==> config.mk <==
export PLATFORM = sky130hd
export DESIGN_NAME = pc_redirect_control
export DESIGN_NICKNAME = d
export VERILOG_FILES = /design/src/rtl/pc_redirect_control.sv
export SDC_FILE = /design/constraint.sdc
export NUM_CORES = 1
export LEC_CHECK = 0
export CORE_MARGIN = 1
export CORE_UTILIZATION = 25
export CTS_BUF_LIST = sky130_fd_sc_hd__clkbuf_4
export DETAILED_ROUTE_END_ITERATION = 8
export PLACE_DENSITY = 0.5
export SYNTH_ARGS = -nofsm -noshare
export SYNTH_HDL_FRONTEND = slang
export SYNTH_SLANG_ARGS = --single-unit
==> constraint.sdc <==
create_clock -name clk_w_i -period 6.6 [get_ports clk_w_i]
set_input_delay 1.32 -clock clk_w_i [delete_from_list [all_inputs] [get_ports clk_w_i]]
set_output_delay 1.32 -clock clk_w_i [all_outputs]
set_load 0.01 [all_outputs]
==> src/rtl/pc_redirect_control.sv <==
// Fetch program-counter owner: picks sequential, branch/JAL or JALR targets,
// sequences the post-redirect pipeline flush and traps on misaligned targets.
module pc_redirect_control #(
  parameter logic [31:0] RESET_VECTOR = 32'h0000_0000,
  parameter logic [31:0] TRAP_VECTOR  = 32'h0000_0100,
  parameter int unsigned FLUSH_CYCLES = 2
) (
  input  logic        clk_w_i,
  input  logic        rst_w_i_l,
  input  logic        ex_valid_w_i_h,
  input  logic        cond_branch_w_i_h,
  input  logic        jal_w_i_h,
  input  logic        jalr_w_i_h,
  input  logic        stall_w_i_h,
  input  logic [31:0] ex_pc_w_i,
  input  logic [31:0] imm_w_i,
  input  logic [31:0] rs1_w_i,
  output logic [31:0] pc_w_o,
  output logic [31:0] link_w_o,
  output logic        flush_w_o_h,
  output logic        misalign_w_o_h,
  output logic [31:0] bad_addr_w_o
);

  typedef enum logic [1:0] {
    RUN,
    TRAP,
    FLUSH
  } state_e;

  localparam logic [3:0] FlushInit = 4'(FLUSH_CYCLES);

  state_e      state_q;
  logic [31:0] pc_q;
  logic [31:0] badAddr_q;
  logic [3:0]  flushCnt_q;
  logic        flush_q;
  logic        misalign_q;

  logic        redir;
  logic        misTarget;
  logic [31:0] target;
  logic [31:0] pcSeq;

  // JALR takes priority when several jump flags are set at once.
  always_comb begin
    redir     = ex_valid_w_i_h & (jalr_w_i_h | jal_w_i_h | cond_branch_w_i_h);
    target    = ex_pc_w_i + imm_w_i;
    if (jalr_w_i_h) begin
      target = (rs1_w_i + imm_w_i) & ~32'h1;
    end
    misTarget = |target[1:0];
    pcSeq     = pc_q + 32'd4;
  end

  always_ff @(posedge clk_w_i or negedge rst_w_i_l) begin
    if (!rst_w_i_l) begin
      state_q    <= RUN;
      pc_q       <= RESET_VECTOR;
      badAddr_q  <= 32'h0;
      flushCnt_q <= 4'd0;
      flush_q    <= 1'b0;
      misalign_q <= 1'b0;
    end else begin
      case (state_q)
        RUN: begin
          if (redir) begin
            flush_q <= 1'b1;
            if (misTarget) begin
              pc_q       <= TRAP_VECTOR;
              badAddr_q  <= target;
              misalign_q <= 1'b1;
              state_q    <= TRAP;
            end else begin
              pc_q       <= target;
              flushCnt_q <= FlushInit;
              state_q    <= FLUSH;
            end
          end else if (!stall_w_i_h) begin
            pc_q <= pcSeq;
          end
        end
        TRAP: begin
          flushCnt_q <= FlushInit;
          misalign_q <= 1'b0;
          state_q    <= FLUSH;
        end
        FLUSH: begin
          // Redirect inputs here belong to squashed instructions and are ignored.
          if (!stall_w_i_h) begin
            pc_q       <= pcSeq;
            flushCnt_q <= flushCnt_q - 4'd1;
            if (flushCnt_q == 4'd1) begin
              flush_q <= 1'b0;
              state_q <= RUN;
            end
          end
        end
        default: begin
          state_q <= RUN;
        end
      endcase
    end
  end

  assign pc_w_o         = pc_q;
  assign link_w_o       = ex_pc_w_i + 32'd4;
  assign flush_w_o_h    = flush_q;
  assign misalign_w_o_h = misalign_q;
  assign bad_addr_w_o   = badAddr_q;

endmodule

## After elaboration in Yosys (flattened, before gate mapping)

Index checks and enable logic that the tools add are counted.

| cells by class | value |
|---|---|
| $add $sub $neg | 5 |
| equality and inequality tests | 8 |
| multiplexer cells | 21 |
| bitwise gates (word level) | 3 |
| reduce and logical (&&, ||, !) cells | 10 |

Operators by type and width:

| kind | count |
|---|---|
| two-way mux 32 bit | 4 |
| adder 32 x 3 -> 32 bit (second input constant) | 2 |
| adder 32 bit | 2 |
| one-hot mux 32 bit (2 select lines) | 1 |
| two-way mux 4 bit | 3 |
| one-hot mux 4 bit (3 select lines) | 1 |
| inequality test 2 bit (second input constant) | 5 |
| AND reduction 3 bit | 3 |
| two-way mux 2 bit | 4 |
| AND reduction 4 bit | 2 |
| one-hot mux 2 bit (3 select lines) | 1 |
| two-way mux 1 bit | 5 |
| equality test 4 x 1 -> 1 bit (second input constant) | 1 |
| one-hot mux 1 bit (2 select lines) | 2 |
| nonzero test 2 bit | 2 |
| subtractor 4 x 1 -> 4 bit (second input constant) | 1 |
| nonzero test 3 bit | 1 |
| equality test 2 x 1 -> 1 bit (second input constant) | 1 |
| equality test 2 bit (second input constant) | 1 |
| zero test 2 bit | 1 |
| bitwise OR 1 bit | 2 |
| OR reduction 2 bit | 1 |
| bitwise AND 1 bit | 1 |

| storage, ports and cells | value |
|---|---|
| bits in registers | 72 |
| bits of input ports | 103 |
| output and inout port bits | 98 |

## Longest topological paths before layout

Gate-level depths: netlist of run 1.

| depth | value |
|---|---|
| depth after elaboration | 6 |
| gate-level depth with buffers | 12 |

## Least setup slack after synthesis of run 1

Ideal clock, no wire load.

| timing path | value |
|---|---|
| path kind | in2out |
| from | in ex_pc_w_i[5] |
| to | out link_w_o[29] |
| data arrival time | 2.561 ns |
| setup slack | 2.719 ns |
| stages on the path | 7 |
| buffers on the path | 0 |
| cells stage by stage | and3_1 > nand3_1 > nor2_1 > nand2_1 > nor2_1 > nand4_1 > xnor2_1 |

| on the way | value |
|---|---|
| longest elaborated chain between the ends | 1 |

RTL lines:

| element | line | RTL |
|---|---|---|
| start, declared | 15 | `input logic [31:0] ex_pc_w_i,` |
| adder 32 x 3 -> 32 bit | 107 | `assign link_w_o = ex_pc_w_i + 32'd4;` |
| end, declared | 19 | `output logic [31:0] link_w_o,` |

Every way passes these cells.

## Worst setup path after layout of run 1

| timing path | value |
|---|---|
| from | in ex_pc_w_i[4] |
| to | out link_w_o[29] |

Same word-level chain as after synthesis.

==> results of run 1 <==
==> layout make-up <==
cell class	instances	share of cell area, %
diodes	1	0.0243
repair buffers	206	19.8
multi-input cells	868	55.5
inverters	30	1.09
well taps	396	4.81
clock buffers	10	0.728
clock inverters	6	0.583
flip-flops and latches	72	17.5
==> tightest hold or removal path, delay by kind of cell, from the launching register on <==
kind	cells	cell delay, ns
and+or+nand+nor	2	0.10
DFF	1	0.36
==> registers in the layout (all words and copies together), names as in the netlist <==
signal,count
pc_w_o,32
flush_w_o_h,1
flushCnt_q,4
bad_addr_w_o,32
misalign_w_o_h,1
state_q,2
==> cell usage after synthesis, drive strengths merged (4+ instances only) <==
library cell / count / area [um2]
or2: 4 / 25.0
mux2i: 18 / 184
o21ai: 76 / 380
dfrtp: 72 / 1800
inv: 30 / 113
nand4: 14 / 87.6
o21a: 5 / 37.5
nand2b: 19 / 119
a21boi: 5 / 37.5
and4: 4 / 35.0
clkbuf: 31 / 116
a21o: 31 / 233
nand2: 108 / 405
nor2: 93 / 354
a311oi: 4 / 35.0
a211oi: 14 / 115
nor2b: 6 / 37.5
or3: 6 / 37.5
a21oi: 106 / 538
buf: 9 / 43.8
o31a: 4 / 36.3
ha: 69 / 863
o22ai: 9 / 56.3
a41oi: 5 / 51.3
xnor2: 51 / 447
o32a: 5 / 50.1
a221oi: 5 / 43.8
o211ai: 10 / 75.1
a31o: 4 / 35.0
nand3: 45 / 225
a31oi: 14 / 87.6
o31ai: 8 / 70.1
nor3: 18 / 100
and2: 6 / 37.5
xor2: 25 / 219
and3: 25 / 156
==> metrics by stage <==
stage / util, % / power (W) / hold slack [ns] / setup slack (ns) / area (um2)
3_3_place_gp: 33.3 / 0.00253 / 0.450 / 1.14 / 10200
6_report: 33.7 / 0.00280 / 0.480 / 1.14 / 10300
2_1_floorplan: - / 0.00173 / 0.453 / 2.72 / 7790
5_1_grt: 33.7 / 0.00305 / 0.528 / 0.860 / 10300
4_1_cts: 33.7 / 0.00283 / 0.490 / 1.05 / 10300
3_5_place_dp: 33.3 / 0.00254 / 0.462 / 1.06 / 10200
==> metal layers <==
metal	GRT usage, %	up-vias
li1	-	4086
met1	25.0	3781
met2	27.9	166
met3	2.07	12
met4	3.57	0
met5	0	-
==> logic make-up (layout without fill, tap and decap cells) <==
group | after synthesis | in the layout | share of synthesized area (%)
compound gates | 338 | 338 | 28.3
xor+xnor | 76 | 76 | 8.54
flops | 72 | 72 | 23.1
other cells | 0 | 1 | 0
mux | 21 | 21 | 2.79
fa+ha+maj | 71 | 71 | 11.6
simple gates | 362 | 362 | 22.2
buf+inv | 70 | 252 | 3.50
==> report_power, final <==
group	leakage, nW	switching [W]	internal (W)
Combinational	3.32	0.000900	0.000790
Clock	0.0637	0.000167	0.000117
Sequential	0.885	0.000188	0.000642
==> how the worst max path moves through the flow <==
stage / from / end / slack [ns] / cells past startpoint
2_1_floorplan: ex_pc_w_i[5] / link_w_o[29] / 2.72 / 7
3_3_place_gp: ex_pc_w_i[4] / link_w_o[29] / 1.14 / 9
3_5_place_dp: ex_pc_w_i[4] / link_w_o[29] / 1.06 / 9
4_1_cts: ex_pc_w_i[4] / link_w_o[29] / 1.05 / 9
5_1_grt: ex_pc_w_i[4] / link_w_o[29] / 0.86 / 9
6_report: ex_pc_w_i[4] / link_w_o[29] / 1.14 / 9
==> summary.txt, run 1 <==
Power
  – Pleak: ~4.3 nW
  – PD cells: between 200 and 300 nW/um2
  – Worst VDD drop: between 100 and 150 uV

Global routing
  – Total grt overflow: 0
  – Vias in the first global route: ~7,800
  – First-pass GRT wire length: approximately 43,000 um
  – Pin count of the biggest net entering global routing: 73
  – Global Route Usage Sum: around 17%
  – Initial antenna violation count: 1

Critical path
  – CP max stage delay: between 0.5 and 0.6 ns
  – Worst r2r path cells: 10
  – R2R Setup Slk: slightly below 4 ns
  – Critical path's top delay family: simple AND/OR/NAND/NOR gates
  – Arr. time, crit path: a little over 4 ns
  – Critical Path, Cell by Cell: clkdlybuf4s50_1 > and3_1 > nand3_1 > nor2_1 > nand2_1 > nor2_1 > nand4_1 > xnor2_1 > clkdlybuf4s50_1
  – FF-to-FF Start: pc_w_o[2]
  – Critical-path top delay cell: clkdlybuf4s50_1
  – CP Class: in -> out
  – CP max FO: 5
  – R2r endpoint: pc_w_o[30]
  – Worst Setup End Kind: output port
  – Critical path required time: ~5.3 ns
  – Startpoint Class: input port
  – WP buf/inv: 2

Clock tree
  – Post_cts resized: 0
  – Hold buffer count at cts: 0
  – H-tree Lvls: 3
  – Maximum root-to-sink buffer count: 2
  – CTS Buf Count: 9
  – Clock slew at reported path FFs: between 0.1 and 0.15 ns
  – Sink Count: 72
  – Setup Fix Bufs, Post-CTS: 0
  – Skew-Pair Late Insertion Delay: around 0.43 ns
  – Root buf cell: clkbuf_4
  – CTS tree: built

Route
  – Vias per cell: a little over 5
  – Post-Route M1 WL: 13,800 um
  – Iter 0 DRT Violations: 420
  – Vias: 8,045
  – Final ANT Viol Nets: 0
  – Met3 routed WL: 1180 um
  – DRC: 0
  – First-pass iteration count of the detailed router: 7
  – Routed length on met2: approximately 13,000 um
  – Avg WL per Cell: approximately 17 um
  – Highest Signal Layer: met4
  – Routed WL: between 20,000 and 30,000 um

Synth
  – Seq/Total Area, Yosys: about 23%
  – FFs w/ async S/R, synth: 100%
  – Syn. warnings: 0
  – Post-synth EDFFs: 0
  – Top FF cell, synth: dfrtp_1
  – Synthesized cell area: 7790 um2
  – Register bit total from synthesis: 72
  – Distinct cells, synth: 81
  – Syn Nets: 1,184
  – Avg Cell Area, Syn: just under 8 um2
  – Cells after Synth: between 1,000 and 1,500

Final layout
  – Layout area overhead: 32.3%
  – Area of the multi-input gates: roughly 5700 um2
  – Nets: ~1,400
  – FILL cells: roughly 3,300
  – Sequential Area: around 1800 um2
  – Commonest non-fill, non-tap cell in the layout: clkdlybuf4s50_1
  – Commonest cells after routing, fill and taps aside: clkdlybuf4s50_1 (198), nand2_1 (108), a21oi_1 (104), nor2_1 (90), o21ai_0 (74)
  – Post-Layout Cell Count: between 1,500 and 2,000
  – Share of cells above drive strength 1: about 4.4%

Placed design
  – Routability Congestion: between 0.8 and 0.9
  – PortBufs: 200
  – Total placed cells including tap cells: around 1,600
  – Detailed placement HPWL: 22,700 um

STA
  – Fmax: 183 MHz
  – Slew @ Worst Pin: 0.979 ns
  – Final slew viol count: 0
  – Fin Clk Skew: 0.0139 ns
  – Setup violators final: 0
  – Tcrit/Tclk final: just over 80%
  – Setup TNS: 0 ns
  – RSZ-0062 raised after global routing: no
  – Post-layout min period: ~5.5 ns
  – Endpoints failing hold: 0
  – Slew headroom: about a third

Die
  – Io pins: 201
  – Row cnt: between 60 and 70
  – DIE HEIGHT: approximately 180 um
  – Initial Utilization: between 20% and 30%
  – Core ar.: 30,600 um2
  – Die boundary width: between 150 and 200 um
  – Die area: 31,900 um2

Min path
  – Worst hold path depth: 2
  – Worst min path class: reg -> reg
  – Hold path endpoint: bad_addr_w_o[1]
  – Hold Crit Start: bad_addr_w_o[1]

Flow run
  – Max cap viols: 0

Run status
  – Status: finished, final reports clean
No activity file was read; power rests on OpenSTA's default activity.
==> run 2, diff against run 1 <==
==> constraint.sdc (replaced) <==
create_clock -name clk_w_i -period 5.17 [get_ports clk_w_i]
set_input_delay 1.034 -clock clk_w_i [delete_from_list [all_inputs] [get_ports clk_w_i]]
set_output_delay 1.034 -clock clk_w_i [all_outputs]
set_load 0.01 [all_outputs]
==> run 2 against run 1 <==
Design area is 0.45% higher. Critical path type unchanged. Worst setup slack worse by 0.60 ns. Largest power group unchanged. Via count rose by 1.6%. Clock skew grew 0.0074 ns.
==> summary.txt, run 2 (synthesized netlist as in run 1, its figures left out) <==
Clock tree
  – Hold buffer count at cts: 0
  – Sink Count: roughly 70
  – Skew-Pair Late Insertion Delay: ~0.45 ns
  – CTS Buf Count: 9
  – Root buf cell: clkbuf_4
  – H-tree Lvls: 3
  – Maximum root-to-sink buffer count: 2
  – CTS tree: built
  – Setup Fix Bufs, Post-CTS: 0
  – Clock slew at reported path FFs: 0.12 ns
  – Post_cts resized: 0

Critical path
  – Startpoint Class: input port
  – CP Class: in -> out
  – Critical path required time: around 4.1 ns
  – CP max FO: 5
  – Worst r2r path cells: 10
  – Worst Setup End Kind: output port
  – Arr. time, crit path: approximately 3.6 ns

Final layout
  – Commonest cells after routing, fill and taps aside: clkdlybuf4s50_1 (198), nand2_1 (108), a21oi_1 (104), nor2_1 (90), o21ai_0 (74)
  – Area of the multi-input gates: 5730 um2
  – Layout area overhead: 32.9%
  – Nets: between 1,000 and 1,500
  – FILL cells: ~3,300
  – Post-Layout Cell Count: between 1,500 and 2,000
  – Sequential Area: roughly 1800 um2
  – Commonest non-fill, non-tap cell in the layout: clkdlybuf4s50_1
  – Share of cells above drive strength 1: 4.77%

Die
  – Initial Utilization: 25.5%
  – Io pins: ~200
  – Die area: approximately 32,000 um2
  – Die boundary width: 179 um
  – DIE HEIGHT: about 180 um
  – Core ar.: 30,600 um2
  – Row cnt: between 60 and 70

STA
  – Setup TNS: 0 ns
  – Slew @ Worst Pin: a little under 1 ns
  – Final worst setup slack: around 0.54 ns
  – Fin Clk Skew: roughly 0.021 ns
  – Setup violators final: 0
  – Endpoints failing hold: 0
  – Fmax: 216 MHz
  – Final slew viol count: 0
  – Slew headroom: about a third
  – RSZ-0062 raised after global routing: no
  – Tcrit/Tclk final: 89.5%
  – Post-layout min period: 4.63 ns

Min path
  – Worst hold path depth: 2
  – Worst min path class: reg -> reg

Route
  – Avg WL per Cell: 17.6 um
  – Iter 0 DRT Violations: between 300 and 400
  – First-pass iteration count of the detailed router: 4
  – Vias: 8,170
  – Routed WL: roughly 28,000 um
  – Vias per cell: between 5 and 6
  – Final ANT Viol Nets: 0
  – DRC: 0

Power
  – Switch Pwr: about 0.0016 W
  – PD cells: between 300 and 400 nW/um2
  – Logic pwr share: about three fifths
  – Seq pwr share: 29.0%
  – Clock share of power: 11.5%
  – Worst VDD drop: around 150 uV
  – Power Total: 0.00364 W
  – Pleak: roughly 4.3 nW
  – Switching Share: about 44%
  – Internal power component: 0.00203 W

Global routing
  – Pin count of the biggest net entering global routing: 73
  – Global Route Usage Sum: about 18%
  – Total grt overflow: 0
  – First-pass GRT wire length: 43,600 um
  – Vias in the first global route: 7,770
  – Initial antenna violation count: 1

Placed design
  – Detailed placement HPWL: about 23,000 um
  – PortBufs: 200
  – Total placed cells including tap cells: roughly 1,600
  – Setup slack at placement: 0.470 ns
  – Routability Congestion: around 0.84

Flow run
  – Max cap viols: 0

Run status
  – Status: finished, final reports clean
[run 2: changes by cell type in the layout (fill, tap and decap cells not counted), sizes merged]
cell      delta
clkinvlp     -1
buf          +3
bufinv       +1
[run 2: path summary, 6_finish.rpt]
| path | from | end | slack (ns) |
|---|---|---|---|
| min reg2reg | bad_addr_w_o[18] | bad_addr_w_o[18] | 0.49 |
| min in group asynchronous | rst_w_i_l | bad_addr_w_o[8] | 0.80 |
| max reg2reg | pc_w_o[2] | pc_w_o[30] | 2.46 |
| min | bad_addr_w_o[18] | bad_addr_w_o[18] | 0.49 |
| max in group asynchronous | rst_w_i_l | bad_addr_w_o[19] | 3.72 |
| max | ex_pc_w_i[4] | link_w_o[29] | 0.54 |
[run 2: layout make-up]
cell class / count / share of cell area [%]
Timing Repair Buffer: 209 / 19.9
Antenna cell: 1 / 0.0242
Clock buffer: 10 / 0.725
Sequential cell: 72 / 17.4
Tap cell: 396 / 4.78
Clock inverter: 6 / 0.809
Inverter: 30 / 1.09
Multi-Input combinational cell: 868 / 55.3
[run 2: worst max-delay path, stage by stage]
cell and delay, ns:
clkdlybuf4s50_1 0.56, and3_1 0.22, nand3_1 0.16, nor2_1 0.26
nand2_1 0.23, nor2_1 0.28, nand4_1 0.15, xnor2_1 0.15
clkdlybuf4s50_1 0.55
[run 2: metrics by stage]
step | cell area [um2] | hold slack (ns) | util, %
2_1_floorplan | 7790 | 0.453 | -
3_3_place_gp | 10200 | 0.458 | 33.3
3_5_place_dp | 10200 | 0.466 | 33.3
4_1_cts | 10400 | 0.495 | 33.8
5_1_grt | 10400 | 0.507 | 33.9
6_report | 10400 | 0.490 | 33.9
[run 2: routing by layer]
| layer | vias up | global-route usage (%) | wire length (um) |
|---|---|---|---|
| met5 | - | 0 | 0 |
| met1 | 3873 | 25.1 | 14000 |
| met2 | 195 | 28.1 | 12500 |
| li1 | 4081 | - | - |
| met3 | 21 | 1.92 | 1100 |
| met4 | 0 | 3.95 | 389 |
[run 2: power groups by stage]
stage	clock network (W)	registers [W]	logic (W)
floorplan	0	0.00111	0.00110
global placement	0	0.00107	0.00215
detailed placement	0	0.00107	0.00217
CTS	0.000435	0.00106	0.00218
global route	0.000453	0.00110	0.00239
finish	0.000420	0.00106	0.00216
